**src/rtl/weight_load_controller_if.sv**
```systemverilog
// Bundle of command, weight-memory and array-side signals for the weight load controller.
// The master modport is the controller's view; the slave modport is the surrounding system's view.
interface weight_load_controller_if #(
   parameter int ADDR_W = 13,
   parameter int DATA_W = 8,
   parameter int CNT_W  = 8
);
   logic              start;
   logic              abort;
   logic [ADDR_W-1:0] base_addr;
   logic [CNT_W-1:0]  num_tiles;
   logic [ADDR_W-1:0] mem_addr;
   logic [DATA_W-1:0] mem_weight1;
   logic [DATA_W-1:0] mem_weight2;
   logic [DATA_W-1:0] mem_weight3;
   logic [DATA_W-1:0] mem_weight4;
   logic [DATA_W-1:0] w11;
   logic [DATA_W-1:0] w12;
   logic [DATA_W-1:0] w21;
   logic [DATA_W-1:0] w22;
   logic              load_weight;
   logic              array_ready;
   logic [CNT_W-1:0]  tiles_loaded;
   logic              busy;
   logic              done;

   modport master (
      input  start, abort, base_addr, num_tiles,
      input  mem_weight1, mem_weight2, mem_weight3, mem_weight4,
      input  array_ready,
      output mem_addr, w11, w12, w21, w22, load_weight, tiles_loaded, busy, done
   );

   modport slave (
      output start, abort, base_addr, num_tiles,
      output mem_weight1, mem_weight2, mem_weight3, mem_weight4,
      output array_ready,
      input  mem_addr, w11, w12, w21, w22, load_weight, tiles_loaded, busy, done
   );
endinterface

```
**src/rtl/weight_load_controller.sv**
```systemverilog
// Weight load controller: walks weight memory four weights at a time and hands each
// 2x2 tile to the systolic array over a valid/ready handshake. Outputs come from
// registers or are decoded from state only.
module weight_load_controller #(
   parameter int ADDR_W = 13,
   parameter int DATA_W = 8,
   parameter int CNT_W  = 8
) (
   input  logic                    clk,
   input  logic                    reset,
   weight_load_controller_if.master bus
);

   typedef enum logic [1:0] {
      S_IDLE  = 2'd0,
      S_FETCH = 2'd1,
      S_LOAD  = 2'd2,
      S_DONE  = 2'd3
   } state_t;

   state_t            r_state;
   state_t            w_next_state;

   logic [ADDR_W-1:0] r_mem_addr;
   logic [CNT_W-1:0]  r_num_tiles;
   logic [CNT_W-1:0]  r_tiles_loaded;
   logic [DATA_W-1:0] r_w11;
   logic [DATA_W-1:0] r_w12;
   logic [DATA_W-1:0] r_w21;
   logic [DATA_W-1:0] r_w22;

   logic              w_accept;
   logic              w_capture;
   logic              w_xfer;
   logic              w_last;
   logic [CNT_W-1:0]  w_tiles_inc;

   assign w_accept    = (r_state == S_IDLE) && bus.start;
   assign w_capture   = (r_state == S_FETCH) && !bus.abort;
   // abort beats a simultaneous handshake: the tile is not counted
   assign w_xfer      = (r_state == S_LOAD) && bus.array_ready && !bus.abort;
   assign w_tiles_inc = r_tiles_loaded + 1'b1;
   assign w_last      = (w_tiles_inc == r_num_tiles);

   // State register
   always_ff @(posedge clk) begin
      if (reset) begin
         r_state <= S_IDLE;
      end else begin
         r_state <= w_next_state;
      end
   end

   // Next-state decode
   always_comb begin
      w_next_state = r_state;
      case (r_state)
         S_IDLE: begin
            if (bus.start) begin
               w_next_state = (bus.num_tiles != '0) ? S_FETCH : S_DONE;
            end
         end
         S_FETCH: begin
            w_next_state = bus.abort ? S_IDLE : S_LOAD;
         end
         S_LOAD: begin
            if (bus.abort) begin
               w_next_state = S_IDLE;
            end else if (bus.array_ready) begin
               w_next_state = w_last ? S_DONE : S_FETCH;
            end
         end
         S_DONE: begin
            w_next_state = S_IDLE;
         end
         default: begin
            w_next_state = S_IDLE;
         end
      endcase
   end

   // Address, tile counter and captured weight registers
   always_ff @(posedge clk) begin
      if (reset) begin
         r_mem_addr     <= '0;
         r_num_tiles    <= '0;
         r_tiles_loaded <= '0;
         r_w11          <= '0;
         r_w12          <= '0;
         r_w21          <= '0;
         r_w22          <= '0;
      end else begin
         if (w_accept) begin
            r_tiles_loaded <= '0;
            // a zero-tile command completes without touching memory
            if (bus.num_tiles != '0) begin
               r_mem_addr  <= bus.base_addr;
               r_num_tiles <= bus.num_tiles;
            end
         end
         if (w_capture) begin
            r_w11 <= bus.mem_weight1;
            r_w12 <= bus.mem_weight2;
            r_w21 <= bus.mem_weight3;
            r_w22 <= bus.mem_weight4;
         end
         if (w_xfer) begin
            r_tiles_loaded <= w_tiles_inc;
            r_mem_addr     <= r_mem_addr + ADDR_W'(4);
         end
      end
   end

   assign bus.mem_addr     = r_mem_addr;
   assign bus.w11          = r_w11;
   assign bus.w12          = r_w12;
   assign bus.w21          = r_w21;
   assign bus.w22          = r_w22;
   assign bus.tiles_loaded = r_tiles_loaded;
   assign bus.load_weight  = (r_state == S_LOAD);
   assign bus.busy         = (r_state == S_FETCH) || (r_state == S_LOAD);
   assign bus.done         = (r_state == S_DONE);

endmodule

```
**src/flat_wrapper.sv**
```systemverilog
// flat-port wrapper written by rule: the top's interface ports become plain ports
module weight_load_controller_flat 
#(
   parameter int ADDR_W = 13,
   parameter int DATA_W = 8,
   parameter int CNT_W  = 8
)
  (clk, reset, bus_start, bus_abort, bus_base_addr, bus_num_tiles, bus_mem_weight1, bus_mem_weight2, bus_mem_weight3, bus_mem_weight4, bus_array_ready, bus_mem_addr, bus_w11, bus_w12, bus_w21, bus_w22, bus_load_weight, bus_tiles_loaded, bus_busy, bus_done);
  weight_load_controller_if #(.ADDR_W(ADDR_W), .DATA_W(DATA_W), .CNT_W(CNT_W)) bus_i ();
  input  logic clk;
  input  logic reset;
  input wire logic [$bits(bus_i.start)-1:0] bus_start;
  input wire logic [$bits(bus_i.abort)-1:0] bus_abort;
  input wire logic [$bits(bus_i.base_addr)-1:0] bus_base_addr;
  input wire logic [$bits(bus_i.num_tiles)-1:0] bus_num_tiles;
  input wire logic [$bits(bus_i.mem_weight1)-1:0] bus_mem_weight1;
  input wire logic [$bits(bus_i.mem_weight2)-1:0] bus_mem_weight2;
  input wire logic [$bits(bus_i.mem_weight3)-1:0] bus_mem_weight3;
  input wire logic [$bits(bus_i.mem_weight4)-1:0] bus_mem_weight4;
  input wire logic [$bits(bus_i.array_ready)-1:0] bus_array_ready;
  output wire logic [$bits(bus_i.mem_addr)-1:0] bus_mem_addr;
  output wire logic [$bits(bus_i.w11)-1:0] bus_w11;
  output wire logic [$bits(bus_i.w12)-1:0] bus_w12;
  output wire logic [$bits(bus_i.w21)-1:0] bus_w21;
  output wire logic [$bits(bus_i.w22)-1:0] bus_w22;
  output wire logic [$bits(bus_i.load_weight)-1:0] bus_load_weight;
  output wire logic [$bits(bus_i.tiles_loaded)-1:0] bus_tiles_loaded;
  output wire logic [$bits(bus_i.busy)-1:0] bus_busy;
  output wire logic [$bits(bus_i.done)-1:0] bus_done;
  assign bus_i.start = bus_start;
  assign bus_i.abort = bus_abort;
  assign bus_i.base_addr = bus_base_addr;
  assign bus_i.num_tiles = bus_num_tiles;
  assign bus_i.mem_weight1 = bus_mem_weight1;
  assign bus_i.mem_weight2 = bus_mem_weight2;
  assign bus_i.mem_weight3 = bus_mem_weight3;
  assign bus_i.mem_weight4 = bus_mem_weight4;
  assign bus_i.array_ready = bus_array_ready;
  assign bus_mem_addr = bus_i.mem_addr;
  assign bus_w11 = bus_i.w11;
  assign bus_w12 = bus_i.w12;
  assign bus_w21 = bus_i.w21;
  assign bus_w22 = bus_i.w22;
  assign bus_load_weight = bus_i.load_weight;
  assign bus_tiles_loaded = bus_i.tiles_loaded;
  assign bus_busy = bus_i.busy;
  assign bus_done = bus_i.done;
  weight_load_controller #(.ADDR_W(ADDR_W), .DATA_W(DATA_W), .CNT_W(CNT_W)) u_core (.clk(clk), .reset(reset), .bus(bus_i));
endmodule
```
**config.mk**
```make
export PLATFORM = sky130hd
export DESIGN_NAME = weight_load_controller_flat
export DESIGN_NICKNAME = d
export VERILOG_FILES = /design/src/rtl/weight_load_controller_if.sv /design/src/rtl/weight_load_controller.sv /design/src/flat_wrapper.sv
export SDC_FILE = /design/constraint.sdc
export NUM_CORES = 1
export LEC_CHECK = 0
export BUFFER_PORTS_ARGS = -buffer_cell sky130_fd_sc_hd__buf_2
export CAP_MARGIN = 5
export CORE_UTILIZATION = 45
export DETAILED_ROUTE_END_ITERATION = 7
export PLACE_DENSITY = 0.86
export SETUP_SLACK_MARGIN = 0.1
export SLEW_MARGIN = 25
export SYNTH_ARGS = -nofsm -noshare
export SYNTH_HDL_FRONTEND = slang
export SYNTH_SLANG_ARGS = --single-unit
```
**constraint.sdc**
```tcl
create_clock -name clk -period 2.45 [get_ports clk]
set_input_delay 0.49 -clock clk [delete_from_list [all_inputs] [get_ports clk]]
set_output_delay 0.49 -clock clk [all_outputs]
set_load 0.02 [all_outputs]
```
# Word level (Yosys, flattened, before mapping)
# Index checks and enable logic that the tools add are counted.
# totals
regBits	63
wordCells	41
in_bits	58
output_inout_bits	56
# op_classes
add_sub_neg	2
mux	12
n_eq_ne	6
reduce_logical	13
# op_table
operator	n
$mux W13	3
$mux W8	2
$add A13 B3 Y13 const B	1
$mux W2	6
$add A8 B1 Y8 const B	1
$eq A8 B8 Y1	1
$pmux W2 S4	1
$reduce_bool A8 Y1	1
$reduce_and A2 Y1	3
$eq A2 B2 Y1 const B	2
$logic_and A1 B1 Y1	4
$reduce_bool A2 Y1	2
$ne A3 B3 Y1 const B	1
$eq A2 B1 Y1 const B	1
$logic_not A2 Y1	1
$ne A2 B2 Y1 const B	1
$logic_not A1 Y1	1
$logic_or A1 B1 Y1	1

# Depth between registers and ports, before layout
# Gate-level depths: netlist (run 1).
# depth
ltp_word	6
depth_mapped	8
depth_no_buf	7

# Worst setup path before layout (run 1)
# OpenSTA, ideal clock, no wires.
# synth_timing
kind	register -> register
startpoint	register u_core.r_state[0]
endpoint	register u_core.r_mem_addr[2] (netlist: u_core.bus.mem_addr[2])
arrival_time_ps	1754
setup_ps	86
n_path_buf	2
stages_incl_launch_ff	8
setup_slack_ps	610
period_less_slack_ps	1840
t_required_ps	2364
cell_sequence	dfxtp_1 -> inv_1 -> ha_1 -> nand3b_1 -> clkbuf_1 -> clkbuf_1 -> o21ai_0 -> a211oi_1
# synth_via
elab_chain_len	5
elab_cells_between_ends	9
classes_between	1 x eq/ne; 1 x mux; 7 x reduce/logical
# synth_rtl
item	line	source
from (decl)	weight_load_controller.sv:21	state_t r_state;
from (signal assigned)	weight_load_controller.sv:50	r_state <= w_next_state;
$eq A2 B2 Y1 (*)	--	
named net bus_load_weight	flat_wrapper.sv:26	output wire logic [$bits(bus_i.load_weight)-1:0] bus_load_weight;
$logic_and A1 B1 Y1 (*) (2 in a row)	weight_load_controller.sv:41	assign w_xfer = (r_state == S_LOAD) && bus.array_ready && !bus.abort;
$reduce_bool A2 Y1 (no line)	--	
$reduce_and A2 Y1 (no line)	--	
to (signal assigned)	weight_load_controller.sv:97	r_mem_addr <= bus.base_addr;
to (signal assigned)	weight_load_controller.sv:109	r_mem_addr <= r_mem_addr + ADDR_W'(4);
to (decl)	weight_load_controller.sv:24	logic [ADDR_W-1:0] r_mem_addr;
# Mark *: on every way through the listed nets, which the timed path passes. The rest lies on a longest branch.
# A chain may end at the register's enable or synchronous reset.

# Final worst setup path (run 1)
# layout_timing
startpoint	register u_core.r_state[0]
endpoint	register u_core.r_mem_addr[6] (netlist: u_core.bus.mem_addr[6])
# layout_via
elab_chain_len	5
elab_cells_between_ends	9
classes_between	1 x eq/ne; 1 x mux; 7 x reduce/logical
# layout_rtl
item	line
$eq A2 B2 Y1	weight_load_controller.sv:41
$logic_and A1 B1 Y1 (2 in a row)	weight_load_controller.sv:41
$reduce_bool A2 Y1 (no line)	--
$reduce_and A2 Y1 (no line)	--
# Parallel ways exist; a longest one is shown, timed or not.

==> results of run 1 <==
## per-stage QoR
step | power [W] | worst slack (ps) | util, %
finish | 0.002608 | 331.4 | 61.40
global route | 0.002752 | 187.9 | 61.40
CTS | 0.002630 | 132.1 | 61.34
detailed placement | 0.001727 | 162.7 | 58.06
global placement | 0.001713 | 195.0 | 58.06
floorplan | 0.001532 | 610.2 | -
## cell families (layout without fill, tap and decap cells)
group / Yosys count / count (layout) / synth area share [%]
flops: 63 / 63 / 44.09
compound gates: 94 / 94 / 18.94
simple gates: 155 / 155 / 24.72
buf+inv: 29 / 144 / 3.980
fa+ha+maj: 7 / 7 / 3.062
xor+xnor: 9 / 9 / 2.756
mux: 7 / 7 / 2.450
## critical path: stages (launching register included)
cell      delay [ps]
dfxtp_1          340
inv_1            110
ha_1             210
nand3b_1         430
and2_1           470
a221oi_1         360
nor2_1            70
## registers in the layout (all words and copies together), names as in the netlist
register,count
u_core.bus.w11,8
u_core.bus.mem_addr,13
u_core.r_state,2
u_core.bus.w22,8
u_core.bus.w12,8
u_core.bus.w21,8
u_core.bus.tiles_loaded,8
u_core.r_num_tiles,8
## final cells by class
cell class / instances / area, um^2 / area share (%)
Multi-Input combinational cell: 272 / 1491 / 40.31
Sequential cell: 63 / 1261 / 34.09
Timing Repair Buffer: 122 / 633.1 / 17.11
Clock buffer: 11 / 141.4 / 3.821
Tap cell: 75 / 93.84 / 2.536
Clock inverter: 5 / 56.30 / 1.522
Inverter: 6 / 22.52 / 0.6087
## synthesized netlist by cell type, types with 3 or more instances
master     count  share of area [%]
nor3_1         4               0.70
a21oi_1       55                9.6
xor2_1         4                1.2
a31oi_1        5                1.1
a211oi_1       4                1.0
clkbuf_1      18                2.4
buf_2          4               0.70
nand2_1       85                 11
ha_1           7                3.1
nor4_1         4               0.87
o2111ai_1      3               0.92
nand3_1        7                1.2
mux2i_1        7                2.4
o21ai_0       15                2.6
inv_1          6               0.79
nand2b_1       3               0.66
nand4_1        4               0.87
nor2_1        32                4.2
dfxtp_1       63                 44
xnor2_1        5                1.5
## report_power, final
| group | total (W) | internal [W] | switching, W |
|---|---|---|---|
| sequential | 0.00116 | 0.00110 | 0.0000598 |
| combinational | 0.000546 | 0.000207 | 0.000338 |
| clock | 0.000900 | 0.000498 | 0.000402 |
## cell usage in the layout, fill, tap and decap left out, types with 3 or more instances in the layout
| cell type | instances |
|---|---|
| a211oi_1 | 4 |
| a21oi_1 | 54 |
| a31oi_1 | 5 |
| buf_2 | 113 |
| buf_4 | 9 |
| clkbuf_8 | 10 |
| dfxtp_1 | 63 |
| ha_1 | 7 |
| inv_1 | 6 |
| mux2i_1 | 7 |
| nand2_1 | 85 |
| nand2b_1 | 3 |
| nand3_1 | 7 |
| nand4_1 | 4 |
| nor2_1 | 32 |
| nor3_1 | 4 |
| nor4_1 | 4 |
| o2111ai_1 | 3 |
| o21ai_0 | 15 |
| xnor2_1 | 5 |
| xor2_1 | 4 |
## repair_timing
item,CTS,global route
setup endpoints to repair,0,11
endpoints found under the hold margin,0,0
gates resized for setup,0,1
setup buffers,0,0
## per-layer routing
layer | part of all wire, % | GRT usage [%] | wire, um | vias up
li1 | - | - | - | 1475
met1 | 44 | 27.33 | 3226 | 1312
met2 | 47 | 35.45 | 3457 | 115
met3 | 6.9 | 5.556 | 508 | 17
met4 | 1.6 | 9.825 | 119 | 0
met5 | 0 | 0 | 0 | -
## worst min path at each step
stage                     startpoint                    end  depth (start not counted)
3_5_place_dp       u_core.bus.w11[0]      u_core.bus.w11[0]                          2
3_3_place_gp       u_core.bus.w11[6]      u_core.bus.w11[6]                          2
6_report          bus_mem_weight1[4]      u_core.bus.w11[4]                          3
2_1_floorplan  u_core.r_num_tiles[3]  u_core.r_num_tiles[3]                          2
5_1_grt           bus_mem_weight1[4]      u_core.bus.w11[4]                          3
4_1_cts           bus_mem_weight2[3]      u_core.bus.w12[3]                          3
==> implementation parameters, run 1 <==
Parameter                              Value

Status
  Run status    completed

Global routing
  Largest net degree at the start of global routing    39
  First-pass GRT wire length    11270 um
  Via count of the first global-routing pass    roughly 2500
  Overall fraction of global-route tracks in use    21.94%
  Initial antenna violation count    0
  Aggregate global routing overflow    0

Synth
  Distinct cell type count after synthesis    44
  Primary FF master, synth    dfxtp_1
  Seq cells post-synth    63
  Part of the Yosys area used for sequential elements    44.09%
  Summed instance area of the synthesized netlist    2860 um^2
  Mapped Cells    364
  Total of warnings raised by yosys    0
  FFs w/ async S/R, synth    0%
  Post-synth net total    429
  Number of synthesized flops with an enable pin    0
  Mean post-synth cell area    between 7 and 8 um^2

STA
  Fin Clk Skew    7.460 ps
  Transition at the pin with the smallest max-transition slack    591.7 ps
  Setup repair after global routing missed its margin    no
  Ratio of final minimum period to clock period    86.47%
  Final setup viols    0
  Post-layout min period    2119 ps
  Max Freq    0.4720 GHz
  Accumulated negative setup slack    0 ps
  Slew Viols, Final    0
  Remaining max-slew budget at the tightest pin    approximately 60%
  Hold Fails Final Rpt    0
  Hold slack final    392.7 ps

CTS
  Number of CTS-inserted buffers    9
  Clock Tree Buf Depth    2
  Total clock sinks    63
  Count of hold buffers inserted by post-cts repair    0
  H-tree Lvls    3
  TritonCTS clock tree    done
  Worst-Skew Late Latency    330 ps
  CTS Root Cell    clkbuf_8
  CTS clock-pin slew for the worst setup and hold paths    70 ps

Setup path
  Required @ worst endpoint    2660 ps
  Class of the most critical setup path    register to register
  Number of cell instances on the worst register-to-register path    6
  First element of the critical path    u_core.r_state[0]
  Startpoint of the worst-slack reg-to-reg timing path    u_core.r_state[0]
  Worst endpoint data arrival time    ~2300 ps
  Critical Path Start Type    register
  Sort of element at the end of the critical path    register
  FF-to-FF End    u_core.bus.mem_addr[6]
  Worst reg-to-reg setup slack    around 330 ps
  Top fanout value on the critical path    15
  Crit path to    u_core.bus.mem_addr[6]

Placed design
  Final weighted congestion in routability-driven placement    0.8935
  Number of placed instances with taps included    538
  HPWL Detailed    5385 um
  Buffers on Ports    113
  Placed cell areas    approximately 3500 um^2

Floorplanning
  Row count    28
  Number of top-level pins    114
  Die height    81.73 um
  Die X-Extent    81.73 um
  Placeable core region    approximately 6000 um^2
  Floorplan die area    6679 um^2
  Starting density of the core    47.47%

Finish
  Number of antenna repair diodes    0
  Post-route cell area    3700 um^2
  Count of fill cells added during filler insertion    roughly 580
  Total number of nets in the final design    539
  Non-filler instance count after layout    between 500 and 600
  Share of cells above drive strength 1    31.11%
  Layout overhead on the synthesized area    29.35%

Hold path
  Class of the tightest hold or removal check    input port to register

Power
  Total power density per cell area    704.9 nW/um^2
  Peak VDD IR    0.5624 mV
  LEAKAGE    1.631 nW

Routing
  Post-detailed-route wirelength per cell    13.20 um
  DRC Markers    0
  Iteration-0 DRC count of the detailed router    160
  Total length of routed wires    7312 um
  Ratio of routed vias to standard cells    5.269
  Count of antenna-violating nets left after detailed routing    0
  First-pass iteration count of the detailed router    4
  Total via count in the routed design    2919

Job
  MaxCap Viol Count    0
(Power assumes the default switching activity.)
==> run 2: changes to the inputs <==
--- a/config.mk
+++ b/config.mk
@@ -10,6 +10,7 @@
 export CORE_UTILIZATION = 45
 export DETAILED_ROUTE_END_ITERATION = 7
 export PLACE_DENSITY = 0.86
+export REMOVE_ABC_BUFFERS = 1
 export SETUP_SLACK_MARGIN = 0.1
 export SLEW_MARGIN = 25
 export SYNTH_ARGS = -nofsm -noshare
==> run 2 against run 1 <==
Effect of this change:
- maximum frequency is 9.5% higher
- via count up 0.14%
- power rose by 4.3%
- highest routed layer is now met5
- register-to-register slack improved by 180 ps
- largest power group unchanged
- first-iteration DRC count shrank 33%
- combinational power down 2%
==> implementation parameters, run 2 (synthesis gave the netlist of run 1 again) <==
Parameter                              Value

Hold path
  Hold Path Depth    3 (unchanged)
  Class of the tightest hold or removal check    input port to register

Setup path
  Critical Path Start Type    register
  Worst endpoint data arrival time    2200 ps (-130 ps)
  Sort of element at the end of the critical path    register
  Top fanout value on the critical path    10 (-5)
  Number of cell instances on the worst register-to-register path    7 (+1)
  Class of the most critical setup path    register to register
  Required @ worst endpoint    2710 ps (+50 ps)

Finish
  Most common cell after layout, fill and taps aside    buf_2
  Post-route cell area    3706 um^2 (+0.17%)
  Top library cells by usage in the layout, fill and taps aside    buf_2 (113), nand2_1 (85), dfxtp_1 (63), a21oi_1 (55), nor2_1 (32)
  Number of antenna repair diodes    0 (unchanged)
  Share of cells above drive strength 1    30.67% (-0.43 points)
  Layout overhead on the synthesized area    29.57%
  Total number of nets in the final design    536 (-0.56%)
  Final Core Density    61.50% (+0.10 points)
  Number of flip-flops under the largest register name    13 (unchanged)

STA
  Worst Slack Setup Final    515.3 ps (+183.9 ps)
  Fin Clk Skew    11.52 ps (+4.058 ps)
  Ratio of final minimum period to clock period    78.97% (-7.5 points)
  Slew Viols, Final    0 (unchanged)
  Hold Fails Final Rpt    0 (unchanged)
  Remaining max-slew budget at the tightest pin    69.04% (+8.6 points)
  Transition at the pin with the smallest max-transition slack    460.9 ps (-130.8 ps)
  Final setup viols    0 (unchanged)
  Post-layout min period    1935 ps (-183.9 ps)
  Setup repair after global routing missed its margin    no
  Accumulated negative setup slack    0 ps (unchanged)
  Max Freq    0.5169 GHz (+9.5%)

Placed design
  Buffers on Ports    113 (unchanged)
  Worst setup timing slack at the placement stage    463.7 ps (+301.0 ps)
  Placed cell areas    3476 um^2 (-0.64%)
  HPWL Detailed    5372 um (-0.24%)
  Final weighted congestion in routability-driven placement    0.8699 (-2.6%)

CTS
  Clock Tree Buf Depth    2 (unchanged)
  Post-CTS resize count    0 (unchanged)
  Count of hold buffers inserted by post-cts repair    0 (unchanged)
  CTS Root Cell    clkbuf_8
  H-tree Lvls    3 (unchanged)
  Worst-Skew Late Latency    340 ps (about the same)
  Setup repair bufs after CTS    0 (unchanged)
  TritonCTS clock tree    done
  Total clock sinks    63 (unchanged)
  CTS clock-pin slew for the worst setup and hold paths    80 ps (about the same)
  Number of CTS-inserted buffers    9 (unchanged)

Floorplanning
  Placeable core region    6026 um^2 (unchanged)
  Starting density of the core    47.47% (unchanged)
  Floorplan die area    6679 um^2 (unchanged)
  Row count    28 (unchanged)
  Die X-Extent    81.73 um (unchanged)
  Number of top-level pins    114 (unchanged)
  Die height    81.73 um (unchanged)

Routing
  Total via count in the routed design    2923 (+0.14%)
  Iteration-0 DRC count of the detailed router    108 (-33%)
  DRC Markers    0 (unchanged)
  First-pass iteration count of the detailed router    5 (+1)
  Total length of routed wires    7297 um (-0.21%)
  Post-detailed-route wirelength per cell    13.24 um (+0.34%)
  Count of antenna-violating nets left after detailed routing    0 (unchanged)
  Ratio of routed vias to standard cells    5.305 (+0.68%)

Power
  Total power density per cell area    734.2 nW/um^2 (+4.2%)
  Net switching share of the total power    29.85% (-0.82 points)
  Peak VDD IR    0.4650 mV (-17%)
  PnR Total Power    0.002721 W (+4.3%)
  Internal power    0.001909 W (+5.6%)
  LEAKAGE    1.627 nW (-0.25%)
  Clock share of power    37.7% (+3.2 points)
  Switch Pwr    0.0008121 W (+1.6%)
  Combinational group share of total power    19.6% (-1.3 points)
  Portion of total power attributed to sequential cells    42.7% (-1.9 points)

Job
  MaxCap Viol Count    0 (unchanged)

Global routing
  Via count of the first global-routing pass    2518 (+1.8%)
  Overall fraction of global-route tracks in use    22.01% (+0.075 points)
  Aggregate global routing overflow    0 (unchanged)
  First-pass GRT wire length    11210 um (-0.61%)
  Initial antenna violation count    1 (+1)
  Largest net degree at the start of global routing    48 (+23%)

Status
  Run status    completed
[run 2: cell types whose count changed in the layout (fill, tap and decap cells not counted), sizes merged]
cell      delta
buf          -3
bufinv       +1
clkbuf       -1
clkinv       -1
clkinvlp     +1
[run 2: routing by layer]
layer / track usage, % / vias to the layer above / wire (um)
met5: 0 / - / 13
met4: 9.649 / 2 / 74
li1: - / 1473 / -
met2: 35.87 / 141 / 3407
met3: 7.778 / 11 / 754
met1: 25.92 / 1296 / 3046
[run 2: critical path, cell delays in order (launching register included)]
cell     delay, ps
dfxtp_1        350
inv_1          110
ha_1           250
nand2_1        110
a21oi_1        310
and2_1         410
a22oi_1        160
a21oi_1        170
[run 2: power groups by stage]
stage / registers (W) / clock network (W) / logic [W]
3_3_place_gp: 0.00118 / 0 / 0.000522
4_1_cts: 0.00116 / 0.00104 / 0.000535
5_1_grt: 0.00117 / 0.00110 / 0.000597
2_1_floorplan: 0.00125 / 0 / 0.000257
3_5_place_dp: 0.00118 / 0 / 0.000532
6_report: 0.00116 / 0.00103 / 0.000533
[run 2: final timing paths]
kind	slack [ps]	endpoint	from
setup reg to reg	520	u_core.bus.mem_addr[9]	u_core.r_state[1]
setup / recovery	520	u_core.bus.mem_addr[9]	u_core.r_state[1]
hold reg to reg	450	u_core.bus.w11[2]	u_core.bus.w11[2]
hold / removal	390	u_core.bus.w21[5]	bus_mem_weight3[5]
[run 2: per-stage QoR]
| stage | hold slack (ps) | cells |
|---|---|---|
| 6_report | 388.2 | 551 |
| 5_1_grt | 372.5 | 551 |
| 4_1_cts | 375.2 | 551 |
| 3_5_place_dp | 444.8 | 535 |
| 3_3_place_gp | 438.3 | 535 |
| 2_1_floorplan | 473.4 | 341 |
[run 2: layout make-up]
class	instances	area, um^2
Fill cell	548	2320
Multi-Input combinational cell	272	1488
Sequential cell	63	1261
Timing Repair Buffer	119	610.6
Clock buffer	10	137.6
Tap cell	75	93.84
Clock inverter	6	92.59
Inverter	6	22.52
==> run 3: changes to the inputs <==
--- a/config.mk
+++ b/config.mk
@@ -7,9 +7,9 @@
 export LEC_CHECK = 0
 export BUFFER_PORTS_ARGS = -buffer_cell sky130_fd_sc_hd__buf_2
 export CAP_MARGIN = 5
-export CORE_UTILIZATION = 45
+export CORE_UTILIZATION = 44
 export DETAILED_ROUTE_END_ITERATION = 7
-export PLACE_DENSITY = 0.86
+export PLACE_DENSITY = 0.87
 export REMOVE_ABC_BUFFERS = 1
 export SETUP_SLACK_MARGIN = 0.1
 export SLEW_MARGIN = 25
==> constraint.sdc (replaced) <==
create_clock -name clk -period 1.7 [get_ports clk]
set_input_delay 0.34 -clock clk [delete_from_list [all_inputs] [get_ports clk]]
set_output_delay 0.34 -clock clk [all_outputs]
set_load 0.02 [all_outputs]
==> run 3 against run 2 <==
Effect of this change:
- critical path depth increased by 2
- global-route usage decreased by 0.45 points
- clock power increased by 56%
- wire length increased by 17%
- maximum frequency increased by 19%
- power increased by 57%
- final cell count increased by 6.0%
- non-clock buffer count increased by 30
- worst setup slack got worse by 440 ps
- clock skew decreased by 4.5 ps
- critical endpoint is now u_core.bus.mem_addr[6]
- highest routed layer is now met4
==> implementation parameters, run 3 (synthesis gave the netlist of run 1 again) <==
Parameter                              Value

Status
  Run status    completed

Global routing
  Met2 track demand over resource    38.35% (+2.5 points)
  Via count of the first global-routing pass    2540 (+0.87%)
  Aggregate global routing overflow    0 (unchanged)
  Layer carrying the most global-route usage    met2
  Met1 demand-to-capacity share in global routing    24.70% (-1.2 points)
  First-pass GRT wire length    11140 um (-0.62%)
  Overall fraction of global-route tracks in use    21.56% (-0.45 points)
  Routing usage on met3    4.396% (-3.4 points)
  Initial antenna violation count    0 (-1)
  Largest net degree at the start of global routing    39 (-19%)

Power
  Clock share of power    37.6% (about the same)
  Peak VDD IR    0.6343 mV (+36%)
  Combinational group share of total power    23.1% (+3.5 points)
  LEAKAGE    1.824 nW (+12%)
  PnR Total Power    0.004278 W (+57%)
  Total power density per cell area    1025 nW/um^2 (+40%)
  Net switching share of the total power    30.00% (+0.16 points)
  Internal power    0.002994 W (+57%)
  Portion of total power attributed to sequential cells    39.3% (-3.4 points)
  Switch Pwr    0.001283 W (+58%)

Setup path
  Worst endpoint data arrival time    1850 ps (-350 ps)
  Cell-by-cell trace of the critical path    inv_4, ha_4, buf_4, and3b_2, buf_12, nand2_1, o21ai_1, a221oi_1, nor2_1
  Critical Path Start Type    register
  Critical-path cell with the highest stage delay    dfxtp_2
  Crit-path max cell delay    350 ps (-60 ps)
  Class of the most critical setup path    register to register
  Required @ worst endpoint    1920 ps (-790 ps)
  Sort of element at the end of the critical path    register
  Top fanout value on the critical path    10 (unchanged)

CTS
  Worst-Skew Late Latency    340 ps (about the same)
  Clock Tree Buf Depth    2 (unchanged)
  H-tree Lvls    3 (unchanged)
  TritonCTS clock tree    done
  CTS clock-pin slew for the worst setup and hold paths    80 ps (about the same)
  CTS Root Cell    clkbuf_8
  Total clock sinks    63 (unchanged)
  Number of CTS-inserted buffers    9 (unchanged)

STA
  Setup repair after global routing missed its margin    yes
  Remaining max-slew budget at the tightest pin    65.81% (-3.2 points)
  Final setup viols    0 (unchanged)
  Hold Fails Final Rpt    0 (unchanged)
  Post-layout min period    1627 ps (-308.2 ps)
  Max Freq    0.6148 GHz (+19%)
  Transition at the pin with the smallest max-transition slack    508.7 ps (+47.75 ps)
  Slew Viols, Final    0 (unchanged)
  Ratio of final minimum period to clock period    95.68% (+17 points)
  Fin Clk Skew    7.019 ps (-4.499 ps)

Finish
  Total number of nets in the final design    567 (+5.8%)
  Number of antenna repair diodes    0 (unchanged)
  Most common cell after layout, fill and taps aside    buf_2
  Number of flip-flops under the largest register name    13 (unchanged)
  Layout overhead on the synthesized area    45.89%
  Final Core Density    66.09% (+4.6 points)
  Top library cells by usage in the layout, fill and taps aside    buf_2 (112), nand2_1 (83), dfxtp_1 (59), a21oi_1 (53)
  Share of cells above drive strength 1    40.24% (+9.6 points)
  Non-filler instance count after layout    584 (+6.0%)

Routing
  DRC Markers    0 (unchanged)
  Total via count in the routed design    3194 (+9.3%)
  Ratio of routed vias to standard cells    5.469 (+3.1%)
  Post-detailed-route wirelength per cell    14.56 um (+10%)
  Iteration-0 DRC count of the detailed router    139 (+29%)
  Count of antenna-violating nets left after detailed routing    0 (unchanged)
  First-pass iteration count of the detailed router    5 (unchanged)
  Total length of routed wires    8505 um (+17%)

Floorplanning
  Number of top-level pins    114 (unchanged)
  Floorplan die area    6827 um^2 (+2.2%)
  Row count    29 (+3.6%)
  Die X-Extent    82.63 um (+1.1%)
  Starting density of the core    45.30% (-2.2 points)
  Placeable core region    6314 um^2 (+4.8%)
  Die height    82.63 um (+1.1%)

Hold path
  Class of the tightest hold or removal check    input port to register

Placed design
  Buffers on Ports    113 (unchanged)
  Final weighted congestion in routability-driven placement    0.8284 (-4.8%)
  Number of placed instances with taps included    558 (+4.3%)
  HPWL Detailed    5612 um (+4.5%)

Job
  MaxCap Viol Count    0 (unchanged)
[run 3: cell types whose count changed in the layout (fill, tap and decap cells not counted), moves of 4 or more]
cell     before  now
o21ai_1       0    5
ha_4          0    4
buf_6         0    4
o21ai_0      15   10
ha_1          7    3
buf_4         6   29
dfxtp_1      63   59
[run 3: final timing paths]
path,cells after the start,slack (ps),startpoint,end
worst max-delay path,9,70,u_core.r_state[0],u_core.bus.mem_addr[6]
worst min-delay path,3,230,bus_mem_weight4[2],u_core.bus.w22[2]
worst max register to register,9,70,u_core.r_state[0],u_core.bus.mem_addr[6]
worst min register to register,2,450,u_core.bus.w22[6],u_core.bus.w22[6]
[run 3: critical path: cells and delay by family (launching register included)]
family	cells	cell delay [ps]
DFF	1	350
AOI/OAI and AO/OA	2	340
and+or+nand+nor	3	330
adders and majority gates	1	150
buffers and inverters	3	330
[run 3: what timing repair did]
item,in CTS,in global routing
resized for setup,18,31
cloned,0,2
hold buffers,0,0
buffers inserted,6,2
endpoints found under the setup margin,29,60
pin swaps,3,7
[run 3: stage by stage]
stage / setup TNS (ps) / area [um^2] / setup slack [ps] / hold WS [ps]
after floorplan: -16790 / 2769 / -508.8 / 409.1
after global placement: -3739 / 3661 / -118.4 / 440.0
after detailed placement: -370.5 / 3666 / -108.2 / 443.9
after CTS: 0 / 3996 / 75.75 / 212.4
after global routing: -8.086 / 4173 / -8.086 / 224.6
final: 0 / 4173 / 73.43 / 225.9
[run 3: final cells by class]
cell class | instances | area (um^2)
timing repair buffer | 149 | 903.4
inverter | 6 | 25.02
sequential | 63 | 1271
clock buffer | 9 | 123.9
tap | 77 | 96.34
fill | 513 | 2141
multi-input combinational | 273 | 1633
clock inverter | 7 | 120.1
[run 3: routing by layer]
| layer | share of wire [%] | vias up | routed length [um] |
|---|---|---|---|
| met3 | 7.6 | 25 | 649 |
| li1 | - | 1536 | - |
| met2 | 49 | 158 | 4133 |
| met4 | 2.5 | 0 | 211 |
| met1 | 41 | 1475 | 3510 |
| met5 | 0 | - | 0 |
[run 3: power by group through the flow]
stage / combinational (W) / sequential [W] / clock, W
final: 0.000990 / 0.00168 / 0.00161
after global routing: 0.00107 / 0.00170 / 0.00170
after detailed placement: 0.000831 / 0.00171 / 0
after CTS: 0.000868 / 0.00167 / 0.00164
after floorplan: 0.000370 / 0.00180 / 0
after global placement: 0.000810 / 0.00170 / 0
